==> config.mk <==
export PLATFORM = sky130hd
export DESIGN_NAME = pcie_mwr_tlp_gen
export DESIGN_NICKNAME = d
export VERILOG_FILES = /design/src/rtl/pcie_mwr_tlp_gen.sv
export SDC_FILE = /design/constraint.sdc
export NUM_CORES = 1
export LEC_CHECK = 0
export ABC_CLOCK_PERIOD_IN_PS = 2510
export CELL_PAD_IN_SITES_DETAIL_PLACEMENT = 0
export CELL_PAD_IN_SITES_GLOBAL_PLACEMENT = 1
export CORE_ASPECT_RATIO = 0.7
export CORE_MARGIN = 10
export CORE_UTILIZATION = 36
export DETAILED_ROUTE_END_ITERATION = 8
export PLACE_DENSITY = 0.82
export SYNTH_ARGS = -nofsm -noshare
export SYNTH_HDL_FRONTEND = slang
export SYNTH_SLANG_ARGS = --single-unit
==> constraint.sdc <==
create_clock -name clk_i -period 2.51 [get_ports clk_i]
set_clock_uncertainty 0.15 [all_clocks]
set_input_delay 0.502 -clock clk_i [delete_from_list [all_inputs] [get_ports clk_i]]
set_output_delay 0.502 -clock clk_i [all_outputs]
set_load 0.02 [all_outputs]
==> src/rtl/pcie_mwr_tlp_gen.sv <==
// One-DW PCIe Memory Write TLP generator: takes one posted write from the request
// arbiter, streams it as a 3DW or 4DW TLP on the 64-bit AXI4-Stream TX port, then acks.
module pcie_mwr_tlp_gen #(
  parameter int ADDR_WIDTH = 64
) (
  input  logic                  clk_i,
  input  logic                  rst_i,
  input  logic [ADDR_WIDTH-1:0] req_addr_i,
  input  logic [31:0]           req_data_i,
  input  logic                  req_valid_i,
  output logic                  req_ack_o,
  input  logic [15:0]           cfg_completer_id_i,
  input  logic                  cfg_bus_master_en_i,
  output logic [63:0]           tx_tdata_o,
  output logic [7:0]            tx_tkeep_o,
  output logic                  tx_tlast_o,
  output logic                  tx_tvalid_o,
  input  logic                  tx_tready_i,
  output logic [31:0]           tlp_count_o
);

  typedef enum logic [2:0] {IDLE, BEAT0, BEAT1, BEAT2, ACK} state_t;

  state_t      state_q, state_d;
  logic [63:0] addr_q, addr_d;
  logic [31:0] data_q, data_d;
  logic        is4_q, is4_d;
  logic [7:0]  tag_q, tag_d;
  logic [31:0] count_q, count_d;
  logic [63:0] tdata_q, tdata_d;
  logic [7:0]  tkeep_q, tkeep_d;
  logic        tlast_q, tlast_d;
  logic        tvalid_q, tvalid_d;
  logic        ack_q, ack_d;

  logic [63:0] req_addr_ext;
  logic        handshake;
  logic        unused_addr_bits;

  // A 32-bit address build zero-extends, so it always produces 3DW headers.
  if (ADDR_WIDTH == 64) begin : g_addr64
    assign req_addr_ext = req_addr_i;
  end else begin : g_addr32
    assign req_addr_ext = {{(64-ADDR_WIDTH){1'b0}}, req_addr_i};
  end

  assign unused_addr_bits = ^req_addr_ext[1:0];
  assign handshake        = tvalid_q & tx_tready_i;

  always_comb begin
    state_d  = state_q;
    addr_d   = addr_q;
    data_d   = data_q;
    is4_d    = is4_q;
    tag_d    = tag_q;
    count_d  = count_q;
    tdata_d  = tdata_q;
    tkeep_d  = tkeep_q;
    tlast_d  = tlast_q;
    tvalid_d = tvalid_q;
    ack_d    = 1'b0;

    case (state_q)
      IDLE: begin
        if (req_valid_i && cfg_bus_master_en_i) begin
          addr_d   = {req_addr_ext[63:2], 2'b00};
          data_d   = req_data_i;
          is4_d    = (req_addr_ext[63:32] != 32'h0);
          tdata_d  = {cfg_completer_id_i, tag_q, 4'h0, 4'hF,
                      (is4_d ? 32'h6000_0001 : 32'h4000_0001)};
          tkeep_d  = 8'hFF;
          tlast_d  = 1'b0;
          tvalid_d = 1'b1;
          state_d  = BEAT0;
        end
      end
      BEAT0: begin
        if (handshake) begin
          tkeep_d = 8'hFF;
          if (is4_q) begin
            tdata_d = {addr_q[31:0], addr_q[63:32]};
            tlast_d = 1'b0;
          end else begin
            tdata_d = {data_q, addr_q[31:0]};
            tlast_d = 1'b1;
          end
          state_d = BEAT1;
        end
      end
      BEAT1: begin
        if (handshake) begin
          if (is4_q) begin
            tdata_d = {32'h0, data_q};
            tkeep_d = 8'h0F;
            tlast_d = 1'b1;
            state_d = BEAT2;
          end else begin
            tdata_d  = 64'h0;
            tkeep_d  = 8'h00;
            tlast_d  = 1'b0;
            tvalid_d = 1'b0;
            ack_d    = 1'b1;
            state_d  = ACK;
          end
        end
      end
      BEAT2: begin
        if (handshake) begin
          tdata_d  = 64'h0;
          tkeep_d  = 8'h00;
          tlast_d  = 1'b0;
          tvalid_d = 1'b0;
          ack_d    = 1'b1;
          state_d  = ACK;
        end
      end
      ACK: begin
        // The arbiter still holds valid this cycle, so no acceptance here.
        tag_d   = tag_q + 8'd1;
        count_d = count_q + 32'd1;
        state_d = IDLE;
      end
      default: state_d = IDLE;
    endcase
  end

  always_ff @(posedge clk_i) begin
    if (rst_i) begin
      state_q  <= IDLE;
      addr_q   <= 64'h0;
      data_q   <= 32'h0;
      is4_q    <= 1'b0;
      tag_q    <= 8'h0;
      count_q  <= 32'h0;
      tdata_q  <= 64'h0;
      tkeep_q  <= 8'h0;
      tlast_q  <= 1'b0;
      tvalid_q <= 1'b0;
      ack_q    <= 1'b0;
    end else begin
      state_q  <= state_d;
      addr_q   <= addr_d;
      data_q   <= data_d;
      is4_q    <= is4_d;
      tag_q    <= tag_d;
      count_q  <= count_d;
      tdata_q  <= tdata_d;
      tkeep_q  <= tkeep_d;
      tlast_q  <= tlast_d;
      tvalid_q <= tvalid_d;
      ack_q    <= ack_d;
    end
  end

  assign req_ack_o   = ack_q;
  assign tx_tdata_o  = tdata_q;
  assign tx_tkeep_o  = tkeep_q;
  assign tx_tlast_o  = tlast_q;
  assign tx_tvalid_o = tvalid_q;
  assign tlp_count_o = count_q;

endmodule

; Word level (Yosys, flattened, before mapping)
; Index checks and enable logic that the tools add are counted.
[word_totals]
ff_bits = 213
inputBits = 117
out_inout_bits = 107
word_cells = 66
[op_classes]
n_addsub = 2
eq_ne = 9
n_mux = 34
bitwise_logic = 1
reduce_logical = 9
[ops]
columns = cell, n
row1 = $mux W64, 5
row2 = $pmux W64 S4, 1
row3 = $add A32 B1 Y32 const B, 1
row4 = $mux W32, 1
row5 = $mux W8, 4
row6 = $pmux W8 S4, 1
row7 = $reduce_bool A32 Y1, 1
row8 = $mux W30, 1
row9 = $mux W3, 5
row10 = $pmux W3 S4, 1
row11 = $mux W1, 11
row12 = $ne A2 B2 Y1 const B, 5
row13 = $reduce_and A5 Y1, 2
row14 = $add A8 B1 Y8 const B, 1
row15 = $eq A3 B2 Y1 const B, 2
row16 = $mux W4, 1
row17 = $pmux W1 S4, 1
row18 = $reduce_and A4 Y1, 1
row19 = $reduce_bool A4 Y1, 1
row20 = $eq A3 B1 Y1 const B, 1
row21 = $eq A3 B3 Y1 const B, 1
row22 = $logic_not A3 Y1, 1
row23 = $pmux W1 S3, 1
row24 = $reduce_bool A3 Y1, 1
row25 = 4 further kinds, 4

; Longest topological paths before layout
[depth]
word_depth = 4
ltp_mapped = 7
mapped_depth_nobuf = 5

; Worst setup path before layout
; OpenSTA, ideal clock, no wires.
[synth_path]
path_kind = reg2reg
from = reg count_q[0], in the netlist tlp_count_o[0]
to = reg count_q[30], in the netlist tlp_count_o[30]
setup_time_ns = 0.070
arrival_ns = 2.053
required_time_ns = 2.290
slack_ns = 0.236
path_stages_with_launch = 7
n_path_buf = 1
synth_period_minus_slack_ns = 2.274
cell_sequence = dfxtp_1 ha_1 nand2_1 or4_1 clkbuf_1 or4_1 a21oi_1
[synth_via]
elab_chain_cells = 1
[synth_rtl]
columns = item, line_no
row1 = from (decl), 29  ; logic [31:0] count_q, count_d;
row2 = from (signal assigned), 146  ; count_q <= count_d;
row3 = $add A32 B1 Y32, 120  ; count_d = count_q + 32'd1;
; No other way between the ends.
; A chain may end at the register's enable or synchronous reset.

; Worst setup path in the final report
[layout_path]
from = reg state_q[2]
to = reg count_q[22], in the netlist tlp_count_o[22]
[layout_via]
elab_chain_cells = 1
[layout_rtl]
columns = item, line_no
row1 = from (decl), 24  ; state_t state_q, state_d;
row2 = from (signal assigned), 141  ; state_q <= state_d;
row3 = $eq A3 B3 Y1, 63  ; case (state_q)
; No other way between the ends.

==> metrics.md <==
| Metric | Value |
|---|---|
| Outcome | `complete, no violations` |
| Fin crit period | `2.338 ns` |
| RSZ-0062 raised after global routing | `no` |
| R2R setup slack | `0.17 ns` |
| Layout cells sized above 1 | `6.944%` |
| Sequential-to-total area share from yosys stat | `46.42%` |
| Post-CTS setup buffer count | `0` |
| WS Path Type | `register to register` |
| Hold Path Depth | `2` |
| Hold Startpoint | `rst_i` |
| Area delta synth->final | `39.75%` |
| 1st-iter DRT viols | `517` |
| Crit-path cells | `buf_4 -> nand4bb_1 -> or4_1 -> or4_1 -> a21oi_1` |
| Setup TNS after final layout | `0 ns` |
| Pin count of the biggest net entering global routing | `75` |
| Max_cap viols | `0` |
| Placed instance count | `1,580` |
| First drt pass iteration count | `5` |
| Top FF cell, synth | `dfxtp_1` |
| Mapped Nets | `1,209` |
| Number of cells on the critical path | `5` |
| Worst Path Buf+Inv | `1` |
| Most frequent cells in the layout | `clkdlybuf4s50_1, nand2_1, dfxtp_1, a21oi_1, nor2_1` |
| Average vias per placed instance | `5.209` |
| Initial antenna violation count | `0` |
| Commonest non-fill, non-tap cell in the layout | `clkdlybuf4s50_1` |
| Post-Syn Area | `0.008927 mm^2` |
| R2r startpoint | `state_q[2]$_SDFFE_PP0P_` |
| CP most frequent cell | `or4_1` |
| Die area | `0.03160 mm^2` |
| FILL cells | `2,379` |
| Setup crit end kind | `register` |
| Port bufs | `221` |
| Hold_ws | `0.2886 ns` |
| CTS hold repair buffers | `0` |
| Post_cts resized | `0` |
| Core area | `0.02450 mm^2` |
| Vias | `8,443` |
| Global route total overflow | `0` |
| P per Cell Area | `630.4 mW/mm^2` |
| Critical R2R Capture | `tlp_count_o[22]$_SDFFE_PP0N_` |
| Finished Layout Cells | `1,621` |
| Depth of the CTS H-tree | `1` |
| TritonCTS Buffers | `23` |
| Worst IR drop on VDD | `0.0004768 V` |
| Critical-path maximum fanout | `12` |
| Max stage delay cell, worst path | `or4_1` |
| Worst min path class | `primary input to register` |
| Max Clk Rate | `427.8 MHz` |
| Synth Instances | `1,090` |
| TritonCTS clock tree | `yes` |
| Total power | `7.865 mW` |
| Critical path startpoint category | `register` |
| Critical path arrival | `2.63 ns` |
| Final hold violation count | `0` |
| Dpl ws | `0.01770 ns` |
| Diode count | `0` |
| Pleak | `4.128 nW` |
| Final period util | `93.13%` |
| Chip height | `151.8 um` |
| Final setup viols | `0` |
| Worst-Skew Late Latency | `0.51 ns` |
| IO Count | `224` |
| DRC viols | `0` |
| Rows | `48` |
| Layout Nets | `1,399` |
| Critical Path RT | `2.81 ns` |
| CTS sink cnt | `207` |
| Post-route setup slack | `0.1725 ns` |
| Post-synth cell types | `48` |
| Initial Util | `36.43%` |
| Reg2Reg Depth | `5` |
| Remaining antenna violation count | `0` |
| Detailed placer's ending HPWL | `21.40 mm` |
| Number of global-route vias before repair | `8,096` |
| Syn_area_per_cell | `8.190 um^2` |
| EDFF count, synth | `0` |
| Clk root buf | `clkbuf_16` |
| CTS clk-pin slew, worst paths | `0.06 ns` |
| Synthesized flop and latch total | `207` |
| First-pass GRT wire length | `47.08 mm` |
| Headroom to the max-slew limit | `56.96%` |
| Syn. warnings | `0` |
| Hold endpoint | `req_ack_o$_SDFF_PP0_` |
| Drt total wl | `30.09 mm` |
| Final Max Tran Viols | `0` |
| Worst path max stage delay | `0.74 ns` |
| Asr flop ratio synth | `0%` |
| Cell family with most CP delay | `simple AND/OR/NAND/NOR gates` |
| Worst Tran Pin Value | `0.6455 ns` |
| GR Util All Layers | `18.29%` |
| Clock buffer depth | `3` |
| Gp weighted congestion | `0.8208` |
| Avg WL per Cell | `18.57 um` |
| Die width | `208.2 um` |
## per-stage QoR
stage	cell area, um^2	util (%)
floorplan	8927	-
global placement	11700	47.75
detailed placement	11700	47.75
CTS	12480	50.91
global route	12480	50.91
finish	12480	50.91
## report_power, final
part	switching (mW)	total [mW]	internal [mW]
Sequential	0.0926	3.50	3.41
Clock	1.36	3.42	2.06
Combinational	0.492	0.951	0.459
Total	1.94	7.86	5.92
## cells by family (layout without fill, tap and decap cells)
| logic type | Yosys count | after routing | synth area share, % |
|---|---|---|---|
| flops | 207 | 207 | 46.42 |
| buf+inv | 104 | 310 | 4.807 |
| simple gates | 455 | 455 | 22.69 |
| fa+ha+maj | 2 | 2 | 0.2803 |
| xor+xnor | 18 | 18 | 1.766 |
| compound gates | 246 | 246 | 17.53 |
| mux | 58 | 58 | 6.503 |
## worst register-to-register path, delay by kind of cell, from the launching register on
family | cells | cell delay (ns)
and+or+nand+nor | 3 | 1.43
DFF | 1 | 0.34
buffers and inverters | 1 | 0.21
AOI/OAI and AO/OA | 1 | 0.16
## flip-flops by register name, indices dropped and copies added (netlist names)
name,count
addr_q,62
data_q,32
is4_q,1
req_ack_o,1
state_q,3
tag_q,8
tlp_count_o,32
tx_tdata_o,64
tx_tkeep_o,2
tx_tlast_o,1
tx_tvalid_o,1
## synthesized netlist by cell type (6+ instances only)
cell type	n	area, um^2
a211oi_1	29	217.7
a21oi_1	121	605.6
a22oi_1	29	217.7
buf_1	10	37.54
buf_4	6	45.04
clkbuf_1	78	292.8
dfxtp_1	207	4144
inv_1	7	26.28
mux2i_1	58	580.6
nand2_1	219	822.0
nand3_1	12	60.06
nand4_1	14	87.58
nor2_1	109	409.1
nor3_1	37	185.2
nor4_1	11	68.82
o21ai_0	7	35.03
o2bb2ai_1	29	254.0
o31ai_1	16	120.1
or3_1	10	62.56
or4_1	16	120.1
xnor2_1	11	96.34
xor2_1	7	61.31
## routing by layer
layer	track usage, %	part of all wire, %	vias to the layer above
met4	2.528	1.1	0
li1	-	-	4207
met5	0	0	-
met1	26.26	50	3989
met2	28.08	43	221
met3	3.952	5.6	26
## worst max path at each step
stage | start | end | slack (ns)
6_report | state_q[2]$_SDFFE_PP0P_ | tlp_count_o[22]$_SDFFE_PP0N_ | 0.17
5_1_grt | state_q[2]$_SDFFE_PP0P_ | tlp_count_o[30]$_SDFFE_PP0N_ | 0.06
4_1_cts | tlp_count_o[8]$_SDFFE_PP0N_ | tlp_count_o[8] | 0.19
3_5_place_dp | cfg_bus_master_en_i | tx_tdata_o[38]$_SDFFE_PP0P_ | 0.02
3_3_place_gp | cfg_bus_master_en_i | tx_tdata_o[38]$_SDFFE_PP0P_ | 0.04
2_1_floorplan | tlp_count_o[0]$_SDFFE_PP0N_ | tlp_count_o[30]$_SDFFE_PP0N_ | 0.24
## cell type report
cell class	instances	area, um^2	area share, %
repair buffers	262	2709	21.71
inverters	7	26.28	0.2106
well taps	325	406.6	3.259
clock inverters	8	111.4	0.8926
clock buffers	33	663.1	5.315
flip-flops and latches	207	4148	33.25
multi-input cells	779	4412	35.36
Note: power is estimated with default switching activity, not from simulation.
